[src/rtl/imm_extend_pipe.sv]
// -----------------------------------------------------------------------------
// imm_extend_pipe
//   Extends a raw IN_W-bit immediate to OUT_W bits in one of four modes and
//   queues the extended result in a small DEPTH-entry FIFO. Extension happens
//   on the way in, so the buffer holds finished OUT_W results.
//
//   Handshake: a transfer happens on any rising edge where valid and ready are
//   both high on that side. Upstream push is valid_i && ready_o, downstream pop
//   is valid_o && ready_i. ready_o never looks at ready_i, and valid_o/data_o
//   come from registered state only, so no input reaches data_o combinationally.
//
// Ports
//   clk_i    : clock, all state on the rising edge
//   rst_i    : synchronous active-high reset (clears control state only)
//   valid_i  : upstream offers data_i/mode_i
//   ready_o  : block can accept an entry (not full and not in reset)
//   data_i   : raw immediate, IN_W bits
//   mode_i   : 00 sign, 01 zero, 10 upper, 11 sign then shift left by 2
//   valid_o  : data_o holds the head result
//   ready_i  : downstream consumes data_o
//   data_o   : head result, zero when empty
//   count_o  : current occupancy, 0..DEPTH
// -----------------------------------------------------------------------------
module imm_extend_pipe #(
  parameter int IN_W  = 16,
  parameter int OUT_W = 32,
  parameter int DEPTH = 2
) (
  input  logic                     clk_i,
  input  logic                     rst_i,
  input  logic                     valid_i,
  output logic                     ready_o,
  input  logic [IN_W-1:0]          data_i,
  input  logic [1:0]               mode_i,
  output logic                     valid_o,
  input  logic                     ready_i,
  output logic [OUT_W-1:0]         data_o,
  output logic [$clog2(DEPTH):0]   count_o
);

  localparam int PTR_W = (DEPTH > 1) ? $clog2(DEPTH) : 1;
  localparam int CNT_W = $clog2(DEPTH) + 1;
  localparam int EXT_W = OUT_W - IN_W;
  localparam logic [CNT_W-1:0] FULL_CNT = CNT_W'(DEPTH);

  generate
    if (OUT_W < IN_W + 2) begin : g_bad_width
      $error("imm_extend_pipe: OUT_W must be at least IN_W+2");
    end
    if (DEPTH < 2 || (DEPTH & (DEPTH - 1)) != 0) begin : g_bad_depth
      $error("imm_extend_pipe: DEPTH must be a power of two and >= 2");
    end
  endgenerate

  logic [OUT_W-1:0] mem [DEPTH];
  logic [PTR_W-1:0] wr_ptr;
  logic [PTR_W-1:0] rd_ptr;
  logic [CNT_W-1:0] count;
  logic [OUT_W-1:0] ext_value;
  logic [OUT_W-1:0] sign_value;
  logic             push;
  logic             pop;

  // Sign extension is shared by modes 00 and 11.
  assign sign_value = {{EXT_W{data_i[IN_W-1]}}, data_i};

  always_comb begin
    ext_value = '0;
    case (mode_i)
      2'b00:   ext_value = sign_value;
      2'b01:   ext_value = {{EXT_W{1'b0}}, data_i};
      2'b10:   ext_value = {data_i, {EXT_W{1'b0}}};
      default: ext_value = sign_value << 2;
    endcase
  end

  // ready_o drops during reset so upstream never sees a push that gets lost.
  assign ready_o = (count < FULL_CNT) && !rst_i;
  assign valid_o = (count != '0);
  assign push    = valid_i && ready_o;
  assign pop     = valid_o && ready_i;

  always_ff @(posedge clk_i) begin
    if (rst_i) begin
      wr_ptr <= '0;
      rd_ptr <= '0;
      count  <= '0;
    end else begin
      if (push) begin
        wr_ptr <= wr_ptr + PTR_W'(1);
      end
      if (pop) begin
        rd_ptr <= rd_ptr + PTR_W'(1);
      end
      case ({push, pop})
        2'b10:   count <= count + CNT_W'(1);
        2'b01:   count <= count - CNT_W'(1);
        default: count <= count;
      endcase
    end
  end

  // Storage is not reset; valid_o gates everything that reads it.
  always_ff @(posedge clk_i) begin
    if (push) begin
      mem[wr_ptr] <= ext_value;
    end
  end

  assign data_o  = valid_o ? mem[rd_ptr] : '0;
  assign count_o = count;

endmodule

[config.mk]
export PLATFORM = sky130hd
export DESIGN_NAME = imm_extend_pipe
export DESIGN_NICKNAME = d
export VERILOG_FILES = /design/src/rtl/imm_extend_pipe.sv
export SDC_FILE = /design/constraint.sdc
export NUM_CORES = 1
export LEC_CHECK = 0
export BUFFER_PORTS_ARGS = -buffer_cell sky130_fd_sc_hd__buf_2
export CORE_MARGIN = 5
export CORE_UTILIZATION = 59
export DETAILED_ROUTE_END_ITERATION = 10
export PLACE_DENSITY_LB_ADDON = 0.08
export SLEW_MARGIN = 10
export SYNTH_ARGS = -nofsm -noshare
export SYNTH_HDL_FRONTEND = slang
export SYNTH_SLANG_ARGS = --single-unit
[constraint.sdc]
create_clock -name clk_i -period 4.7 [get_ports clk_i]
set_clock_uncertainty 0.05 [all_clocks]
set_input_delay 0.235 -clock clk_i [delete_from_list [all_inputs] [get_ports clk_i]]
set_output_delay 0.235 -clock clk_i [all_outputs]
set_load 0.02 [all_outputs]
==> impl_metrics.ini <==
[run]
cap_violations = 0

[sta]
worstMarginPinSlew_ns = 1.010
hold_viol_final = 0
relSlewSlack = 0.3266
setup_viol = 0
period_share = 0.4628
fmax_mhz = 459.8
rsz0062_at_grt = no
fin_setup_tns_ns = 0
whs_ns = 0.08701
slew_violations = 0
post-route-min-period_ns = 2.175

[routing]
wl_met3_microns = 310
wl_microns = 5756
drt_iter0_drc = 101
viasPerCell = 5.341
drt.antenna.violating_nets = 0
top_layer = met4
vias = 1880
drt_first_pass_iters = 4
drc = 0
wl_met2_microns = 2959
wl_per_cell_microns = 16.35
wirelength_met1_microns = 2407

[floorplanning]
ios = 58
rows = 26
start_util = 0.5977
core-area_sq_um = 5010
chipWidth_microns = 81.24
fp.dieH_microns = 81.24
die_area_sq_um = 6599

[critical_path]
critPathMaxStageDelay_ns = 0.99
rr_worst_depth = 4
crit_cells = 3
crit_arrival_ns = 1.89
required_ns = 4.41
critPathBufInv = 1
cp_top_family = flip-flops
startpoint_type = register
rrSetupSlack_ns = 2.65
rr_startpoint = count_o[1]
cp_cell_sequence = mux2i_1 > nor2_1 > buf_2
cp-end-kind = output pin
cp_max_fo = 32
crit_end = data_o[25]
cpMaxStageDelayCell = dfxtp_2
path_class = register to output pin
rr_endpoint = mem[0][16]

[placement]
dp.cells = 336
portBuffers = 57
hpwl_microns = 3937
gp_congestion = 0.7012

[finish]
multi_input_area_sq_um = 872.1
area_growth_pct = 16.34
antennaDiodeCount = 0
fill_cells = 395
layout-drive-gt1-share = 0.2695
fin_cells = 352
regArea_sq_um = 2023
nNetsFinal = 300
fin_util = 0.6953

[clock_network]
clk_latency_ns = 0.32
cts_tree = yes
cts_hold_buf = 0
clockBufferDepth = 2
cts_setup_buffers = 0
cts_inserted_buffers = 9
htree_levels = 3
clock_sinks = 69
cts_resized = 0
cts_root_buffer = clkbuf_8
clk_pin_slew_ns = 0.06

[logic_synthesis]
syn-cell-area_sq_um = 2994
yosys_warnings = 0
ys_seq_area_frac = 0.6753
syn-num-nets = 245
synth-main-ff-cell = edfxtp_1
ys_ff_latch = 69
synth_edf_count = 64
yosysTopAreaCellShare = 0.6419
synth.top_cells.by_area = edfxtp_1, mux2i_1, nor2_1
yosys-top-cells-count = edfxtp_1, nor2_1, mux2i_1
yosysMostFrequentCell = edfxtp_1
synth_largest_area_cell = edfxtp_1
synth_area_per_cell_sq_um = 13.49
synth_cells = 222
synthArstFlopShare = 0
yosysUniqueCellTypes = 24

[worst_hold_path]
hp-start = rst_i
hp-class = input pin to register

[pwr]
p_per_area_nw_per_um2 = 530.1
leakage_uw = 0.001326
vdd_drop_max_mv = 0.4278

[global_route]
grt_antenna_before_repair = 0
grt-ovfl-total = 0
grt_use_total = 0.1900
first_global_vias = 1888
grt_pass1_wl_microns = 9128
grt_max_degree = 34

[outcome]
status = completed
## logic make-up (layout without fill, tap and decap cells)
logic type                 after synthesis  count (layout)  synth area share
xor gates and xnor gates                 4               4           0.01170
AOI/OAI and AO/OA                       48              48           0.09821
DFF                                     69              69            0.6753
muxes                                   32              32            0.1070
and+or+nand+nor                         49              49           0.06853
buffers and inverters                   19              79           0.03510
adders and majority gates                1               1          0.004178
## worst min path at each step
stage               slack (ns)  cells after the start          to
global placement          0.42                      2    register
detailed placement        0.43                      2      wr_ptr
finish                    0.09                      2      wr_ptr
CTS                       0.08                      2      wr_ptr
floorplan                 0.25                      1  count_o[1]
global route              0.09                      2    register
## cell type report
cell class	instances	share of cell area
clock buffer	10	0.03664
clock inverter	6	0.01545
inverter	3	0.003233
multi-input combinational	134	0.2504
sequential	69	0.5808
tap	70	0.02514
timing repair buffer	60	0.08836
## flip-flops by register name (all words and copies together), names as in the netlist, named ones only
name	count
mem	64
wr_ptr	1
count_o	2
rd_ptr	1
## per-stage QoR
stage / worst slack (ns) / area (sq um) / power [uW]
5_1_grt: 2.431 / 3483 / 1944
6_report: 2.525 / 3483 / 1846
3_3_place_gp: 2.697 / 3302 / 1420
2_1_floorplan: 1.939 / 2994 / 1242
3_5_place_dp: 2.643 / 3302 / 1431
4_1_cts: 2.500 / 3483 / 1867
## where the power goes
part           leakage, uW  internal, uW  switching, uW
clock            0.0000888           239            198
sequential        0.000637           746           70.8
combinational     0.000600           218            375
## layer usage
| metal | up-vias | GRT usage |
|---|---|---|
| met5 | - | 0 |
| met2 | 48 | 0.3218 |
| met3 | 8 | 0.03769 |
| met4 | 0 | 0.08784 |
| li1 | 930 | - |
| met1 | 894 | 0.2347 |
## placed cells by master (no fill, tap or decap)
master      count
edfxtp_1       64
buf_2          57
nor2_1         37
mux2i_1        32
a21oi_1        16
o21ai_0        15
a22o_1         13
clkbuf_8        9
nor2b_1         4
dfxtp_1         4
inv_1           3
clkinv_1        3
buf_4           3
nor2_2          2
o21ai_1         2
xor2_1          2
xnor2_1         2
and2_1          1
nand2_2         1
a21o_1          1
a21boi_0        1
nand3_1         1
and3_1          1
nand2_1         1
or3_1           1
ha_1            1
dfxtp_2         1
bufinv_16       1
clkinvlp_4      1
clkinv_2        1
clkbuf_1        1
No activity file was read; power rests on OpenSTA's default activity.
